<file path="src/rtl/sincos_pkg.sv">
// sincos_pkg: shared widths, tag type and FSM states for the sincos_arbiter slice.
`default_nettype none

package sincos_pkg;

  localparam int PHASE_W          = 32;
  localparam int OUTPUT_WIDTH_MAX = 48;
  // Wide enough for the largest supported requester count (8).
  localparam int TAG_ID_W         = 3;

  typedef struct packed {
    logic [TAG_ID_W-1:0] id;
    logic                cos;
  } sincos_tag_t;

  typedef enum logic [0:0] {
    ST_ISSUE    = 1'b0,
    ST_QUAD_COS = 1'b1
  } arb_state_t;

endpackage

`default_nettype wire

</file>
<file path="src/rtl/sincos_tag_fifo.sv">
// sincos_tag_fifo: in-flight tag FIFO (power-of-2 depth) with occupancy count and async reset.
`default_nettype none

module sincos_tag_fifo
  import sincos_pkg::*;
#(
  parameter int DEPTH = 8
) (
  input  logic                   clk,
  input  logic                   resetn,
  input  logic                   push,
  input  sincos_tag_t            push_tag,
  input  logic                   pop,
  output sincos_tag_t            head,
  output logic                   full,
  output logic                   empty,
  output logic [$clog2(DEPTH):0] count
);

  localparam int AW = $clog2(DEPTH);
  localparam logic [AW:0] FULL_COUNT = (AW+1)'(DEPTH);

  sincos_tag_t   mem [DEPTH];
  logic [AW-1:0] wr_ptr;
  logic [AW-1:0] rd_ptr;
  logic          do_push;
  logic          do_pop;

  assign full    = (count == FULL_COUNT);
  assign empty   = (count == '0);
  assign do_push = push && !full;
  assign do_pop  = pop && !empty;
  assign head    = mem[rd_ptr];

  always_ff @(posedge clk) begin
    if (do_push) begin
      mem[wr_ptr] <= push_tag;
    end
  end

  // Pointers wrap naturally because DEPTH is a power of two.
  always_ff @(posedge clk or negedge resetn) begin
    if (!resetn) begin
      wr_ptr <= '0;
      rd_ptr <= '0;
      count  <= '0;
    end else begin
      if (do_push) wr_ptr <= wr_ptr + 1'b1;
      if (do_pop)  rd_ptr <= rd_ptr + 1'b1;
      case ({do_push, do_pop})
        2'b10:   count <= count + 1'b1;
        2'b01:   count <= count - 1'b1;
        default: count <= count;
      endcase
    end
  end

endmodule

`default_nettype wire

</file>
<file path="src/rtl/sincos_arbiter.sv">
// sincos_arbiter: round-robin front end sharing one sincos_linear core, with tagged in-order returns.
// Optional quadrature (sine then cosine per request) enabled by defining SINCOS_ARB_QUADRATURE_EN.
`default_nettype none

module sincos_arbiter
  import sincos_pkg::*;
#(
  parameter int N_REQ        = 4,
  parameter int OUTPUT_WIDTH = 32,
  parameter int TAG_DEPTH    = 8
) (
  input  logic                       clk,
  input  logic                       resetn,
  input  logic [N_REQ-1:0]           req_valid_i,
  output logic [N_REQ-1:0]           req_ready_o,
  input  logic [N_REQ*PHASE_W-1:0]   req_phase_i,
  input  logic [N_REQ-1:0]           req_cos_i,
`ifdef SINCOS_ARB_QUADRATURE_EN
  input  logic [N_REQ-1:0]           req_quad_i,
`endif
  output logic                       core_valid_o,
  output logic [PHASE_W-1:0]         core_phase_o,
  output logic                       core_mode_cos_o,
  input  logic                       core_valid_i,
  input  logic [OUTPUT_WIDTH-1:0]    core_result_i,
  output logic                       rsp_valid_o,
  output logic [$clog2(N_REQ)-1:0]   rsp_id_o,
  output logic                       rsp_cos_o,
  output logic [OUTPUT_WIDTH-1:0]    rsp_result_o,
  output logic                       err_o
);

  localparam int ID_W  = $clog2(N_REQ);
  localparam int CNT_W = $clog2(TAG_DEPTH) + 1;

  arb_state_t         state;
  arb_state_t         state_next;
  logic [ID_W-1:0]    rr_ptr;
  logic [ID_W-1:0]    grant_id;
  logic               grant_found;
  logic [PHASE_W-1:0] grant_phase;
  logic               grant_cos;
  logic               room_ok;
  logic               can_accept;
  logic               transfer;

  logic               push;
  logic               pop;
  sincos_tag_t        push_tag;
  sincos_tag_t        head_tag;
  logic               fifo_full;
  logic               fifo_empty;
  logic [CNT_W-1:0]   fifo_count;

  logic               issue;
  logic [PHASE_W-1:0] issue_phase;
  logic               issue_cos;
  logic               unused_tag_bits;

  // Search from rr_ptr upward with wrap; first valid requester wins.
  always_comb begin
    int              idx_int;
    logic [ID_W-1:0] idx;
    grant_found = 1'b0;
    grant_id    = '0;
    idx_int     = 0;
    idx         = '0;
    for (int i = 0; i < N_REQ; i++) begin
      idx_int = (int'(rr_ptr) + i) % N_REQ;
      idx     = ID_W'(idx_int);
      if (!grant_found && req_valid_i[idx]) begin
        grant_found = 1'b1;
        grant_id    = idx;
      end
    end
  end

  assign grant_phase = req_phase_i[int'(grant_id)*PHASE_W +: PHASE_W];
  assign grant_cos   = req_cos_i[grant_id];

`ifdef SINCOS_ARB_QUADRATURE_EN
  logic               grant_quad;
  logic [PHASE_W-1:0] quad_phase;
  logic [ID_W-1:0]    quad_id;

  assign grant_quad = req_quad_i[grant_id];
  // A quadrature request commits two tags, so it needs two free slots up front.
  assign room_ok    = grant_quad ? (fifo_count <= CNT_W'(TAG_DEPTH - 2)) : !fifo_full;

  always_ff @(posedge clk or negedge resetn) begin
    if (!resetn) begin
      quad_phase <= '0;
      quad_id    <= '0;
    end else if (transfer && grant_quad) begin
      quad_phase <= grant_phase;
      quad_id    <= grant_id;
    end
  end
`else
  assign room_ok = !fifo_full;
`endif

  // Ready is held low while reset is asserted so nothing appears accepted.
  assign can_accept = resetn && (state == ST_ISSUE) && room_ok;
  assign transfer   = grant_found && can_accept;

  always_comb begin
    req_ready_o = '0;
    if (transfer) req_ready_o[grant_id] = 1'b1;
  end

  always_comb begin
    state_next  = state;
    push        = 1'b0;
    push_tag    = '0;
    issue       = 1'b0;
    issue_phase = grant_phase;
    issue_cos   = grant_cos;
    case (state)
      ST_ISSUE: begin
        if (transfer) begin
          issue        = 1'b1;
          push         = 1'b1;
          push_tag.id  = TAG_ID_W'(grant_id);
          push_tag.cos = grant_cos;
`ifdef SINCOS_ARB_QUADRATURE_EN
          if (grant_quad) begin
            issue_cos    = 1'b0;
            push_tag.cos = 1'b0;
            state_next   = ST_QUAD_COS;
          end
`endif
        end
      end
      ST_QUAD_COS: begin
`ifdef SINCOS_ARB_QUADRATURE_EN
        issue        = 1'b1;
        push         = 1'b1;
        issue_phase  = quad_phase;
        issue_cos    = 1'b1;
        push_tag.id  = TAG_ID_W'(quad_id);
        push_tag.cos = 1'b1;
`endif
        state_next   = ST_ISSUE;
      end
      default: state_next = ST_ISSUE;
    endcase
  end

  always_ff @(posedge clk or negedge resetn) begin
    if (!resetn) begin
      state           <= ST_ISSUE;
      rr_ptr          <= '0;
      core_valid_o    <= 1'b0;
      core_phase_o    <= '0;
      core_mode_cos_o <= 1'b0;
    end else begin
      state        <= state_next;
      core_valid_o <= issue;
      if (transfer) begin
        rr_ptr <= (grant_id == ID_W'(N_REQ - 1)) ? '0 : grant_id + 1'b1;
      end
      if (issue) begin
        core_phase_o    <= issue_phase;
        core_mode_cos_o <= issue_cos;
      end
    end
  end

  sincos_tag_fifo #(
    .DEPTH (TAG_DEPTH)
  ) u_tag_fifo (
    .clk      (clk),
    .resetn   (resetn),
    .push     (push),
    .push_tag (push_tag),
    .pop      (pop),
    .head     (head_tag),
    .full     (fifo_full),
    .empty    (fifo_empty),
    .count    (fifo_count)
  );

  // A result with no tag outstanding is flagged and dropped without popping.
  assign pop             = core_valid_i && !fifo_empty;
  assign unused_tag_bits = ^head_tag;

  always_ff @(posedge clk or negedge resetn) begin
    if (!resetn) begin
      rsp_valid_o  <= 1'b0;
      rsp_id_o     <= '0;
      rsp_cos_o    <= 1'b0;
      rsp_result_o <= '0;
      err_o        <= 1'b0;
    end else begin
      rsp_valid_o <= pop;
      if (pop) begin
        rsp_id_o     <= head_tag.id[ID_W-1:0];
        rsp_cos_o    <= head_tag.cos;
        rsp_result_o <= core_result_i;
      end
      if (core_valid_i && fifo_empty) begin
        err_o <= 1'b1;
      end
    end
  end

endmodule

`default_nettype wire

</file>
<file path="config.mk">
export PLATFORM = sky130hd
export DESIGN_NAME = sincos_arbiter
export DESIGN_NICKNAME = d
export VERILOG_FILES = /design/src/rtl/sincos_pkg.sv /design/src/rtl/sincos_tag_fifo.sv /design/src/rtl/sincos_arbiter.sv
export SDC_FILE = /design/constraint.sdc
export NUM_CORES = 1
export LEC_CHECK = 0
export CORE_MARGIN = 5
export CORE_UTILIZATION = 35
export CTS_CLUSTER_DIAMETER = 120
export DETAILED_ROUTE_END_ITERATION = 8
export HOLD_SLACK_MARGIN = 0.15
export PLACE_DENSITY = 0.67
export REMOVE_ABC_BUFFERS = 1
export SLEW_MARGIN = 10
export SYNTH_ARGS = -nofsm -noshare
export SYNTH_HDL_FRONTEND = slang
export SYNTH_SLANG_ARGS = --single-unit
</file>
<file path="constraint.sdc">
create_clock -name clk -period 7.3 [get_ports clk]
set_input_delay 1.46 -clock clk [delete_from_list [all_inputs] [get_ports clk]]
set_output_delay 1.46 -clock clk [all_outputs]
set_load 0.02 [all_outputs]
</file>
==> results.toml <==
[status]
status = "finished, final reports clean"

[clock_network]
clockBufferDepth = 2
clock_sinks = 107
cts_resized = 0
cts_max_level = 3
cts_made_buffers = 9
postCtsHoldBufs = 0
cts_root_buf = "clkbuf_16"
clk_pin_slew_ns = 0.07
postCtsSetupBuffers = 0
clkLatencyLatePin_ns = 0.34
cts_tree = "yes"

[min_path]
hold_class = "flop to flop"
hold_depth = 1
whs_endpoint = "err_o$_DFFE_PN0P_"
worstHoldStart = "err_o$_DFFE_PN0P_"

[cells_and_area]
layout-drive-gt1-share = 0.04155
num_antenna_cells = 0
layout_common_cells = "clkdlybuf4s50_1 (244), nand2_1 (146), dfrtp_1 (83), mux2i_1 (70), o221ai_1 (33)"
fin_util = 0.5502
areaGrowthSynthToFinish_pct = 54.63
finalNonFillerCells = 882
nNetsFinal = 873
layout_commonest_cell = "clkdlybuf4s50_1"

[synth]
syn_area_um2 = 5171
synth-edff-count = 24
ys_ff_latch = 107
synth_area_per_cell_um2 = 11.12
synthArstFlopShare = 0.7757
syn_inst = 465
synthDistinctLibCells = 40
yosys_warnings = 0
netlist.area_leader.share = 0.4016
ys_seq_area_frac = 0.5410
yosys-top-cells-area = "dfrtp_1 (40%), edfxtp_1 (14%), mux2i_1 (14%)"
ys.flop_type = "dfrtp_1"
synth_top_cell_by_area = "dfrtp_1"

[critical_path]
r2r_cells = 10
r2r_end = "u_tag_fifo.count[2]$_DFFE_PN0P_"
crit_type = "primary input to output port"
reg2reg_setup_slack_ns = 3.94
end_kind = "output port"
reg2reg_from = "u_tag_fifo.count[1]$_DFFE_PN0P_"
crit_arrival_ns = 3.93
cp.required_ns = 5.84
cp_max_fo = 18
start_kind = "primary input"

[placement]
gp_congestion = 0.8024
hpwlAfterDp_um = 11800
io_buffers = 245
dp.cells = 866

[grt]
track_usage = 0.1775
grt-ovfl-total = 0
antenna_found_initial = 0
grt_max_degree = 53
grt_pass1_wl_um = 24880
grt_pass1_vias = 4673

[routing]
drtIter0Drc = 185
ant_nets = 0
first_pass_iters = 6
routedWlPerCell_um = 17.70
drc = 0
avgViaCountPerCell = 4.912
vias = 4332
wirelength_um = 15610

[sta]
report.final.hold_viol_count = 0
worst_pin_slew_ns = 0.9369
slew_violations = 0
setup_violations = 0
fmax_mhz = 185.7
worst_clock_skew_ns = 0.007179
slew-limit-headroom = 0.3715
rsz0062_at_grt = "no"
period_minus_slack_ns = 5.386
period_share = 0.7378
tns_ns = 0

[floorplan]
rows = 44
core_um2 = 14530
die_area_um2 = 17310
fp.dieW_um = 131.6
io_pins = 246
die_h_um = 131.6
initial_core_util = 0.3558

[job]
maxCapViolCount = 0

[pwr]
ir_drop_mv = 0.1595
p_leak_nw = 3.425
p_per_area_nw_per_um2 = 335.5
## cell type report
type,count,area [µm²]
Clock buffer,14,254.0
Clock inverter,2,37.54
Timing Repair Buffer,249,2480
Tap cell,184,230.2
Multi-Input combinational cell,316,2160
Fill cell,1287,6538
Inverter,10,37.54
Sequential cell,107,2798
## cell usage after synthesis, types with 3 or more instances
library cell    n
a21oi_1         4
and2_1          4
buf_2          18
buf_4           5
buf_6           3
clkbuf_1        4
dfrtp_1        83
edfxtp_1       24
ha_1            9
inv_1           8
mux2i_1        70
mux4_2          6
nand2_1       146
nand2b_1        3
nor2_1          5
nor3_1          3
o21ai_0         3
o221ai_1       33
xnor2_1         6
xor2_1          3
## sequential cells by signal, summed over array words and instances (netlist names)
signal and cells:
core_mode_cos_o 1, core_phase_o 32, core_valid_o 1, err_o 1, rr_ptr 2, rsp_cos_o 1, rsp_id_o 2, rsp_result_o 32
rsp_valid_o 1, u_tag_fifo.count 4, u_tag_fifo.mem 24, u_tag_fifo.rd_ptr 3, u_tag_fifo.wr_ptr 3
## worst max-delay path: stages
cell	delay, ns
clkdlybuf4s50_1	0.47
a21oi_1	0.19
o21ai_1	0.11
a21oi_4	0.57
inv_1	0.18
ha_1	0.22
and2_1	0.13
clkdlybuf4s50_1	0.59
## stage by stage
| stage | total power, W | hold slack [ns] | cell area [µm²] | setup WS [ns] |
|---|---|---|---|---|
| after floorplan | 0.001662 | 0.4651 | 4987 | 0.7102 |
| after global placement | 0.002195 | 0.4424 | 7705 | 1.984 |
| after detailed placement | 0.002220 | 0.4475 | 7705 | 1.921 |
| after CTS | 0.002718 | 0.4627 | 7996 | 1.920 |
| after global routing | 0.002849 | 0.4846 | 7996 | 1.803 |
| final | 0.002683 | 0.4600 | 7996 | 1.914 |
## routing by layer
layer  part of all wire  vias to the layer above  routed length [µm]  GRT usage
met5                  0                        -                   0          0
met4              0.039                        0                 613    0.09200
met3               0.11                       32                1702    0.07492
met2               0.45                      219                7021     0.2765
met1               0.40                     2000                6278     0.2096
li1                   -                     2081                   -          -
## worst max path at each step
| stage | startpoint | to | slack, ns | depth (start not counted) |
|---|---|---|---|---|
| 5_1_grt | req_valid_i[0] | req_ready_o[0] | 1.80 | 8 |
| 2_1_floorplan | req_valid_i[3] | req_ready_o[0] | 0.71 | 5 |
| 6_report | req_valid_i[0] | req_ready_o[0] | 1.91 | 8 |
| 3_5_place_dp | req_valid_i[0] | req_ready_o[0] | 1.92 | 8 |
| 4_1_cts | req_valid_i[0] | req_ready_o[0] | 1.92 | 8 |
| 3_3_place_gp | req_valid_i[0] | req_ready_o[0] | 1.98 | 8 |
## logic make-up (layout without fill, tap and decap cells)
logic type | Yosys count | in the layout | synth area share
adders and majority gates | 9 | 9 | 0.02178
and+or+nand+nor | 170 | 170 | 0.1340
AOI/OAI and AO/OA | 51 | 51 | 0.08130
buffers and inverters | 42 | 275 | 0.04283
DFF | 107 | 107 | 0.5410
xor gates and xnor gates | 9 | 9 | 0.01524
muxes | 77 | 77 | 0.1638
## where the power goes
group	total (W)	internal [W]	switching, W
Combinational	0.00122	0.000601	0.000619
Sequential	0.000980	0.000823	0.000158
Clock	0.000482	0.000276	0.000206
Total	0.00268	0.00170	0.000983
(Power assumes the default switching activity.)
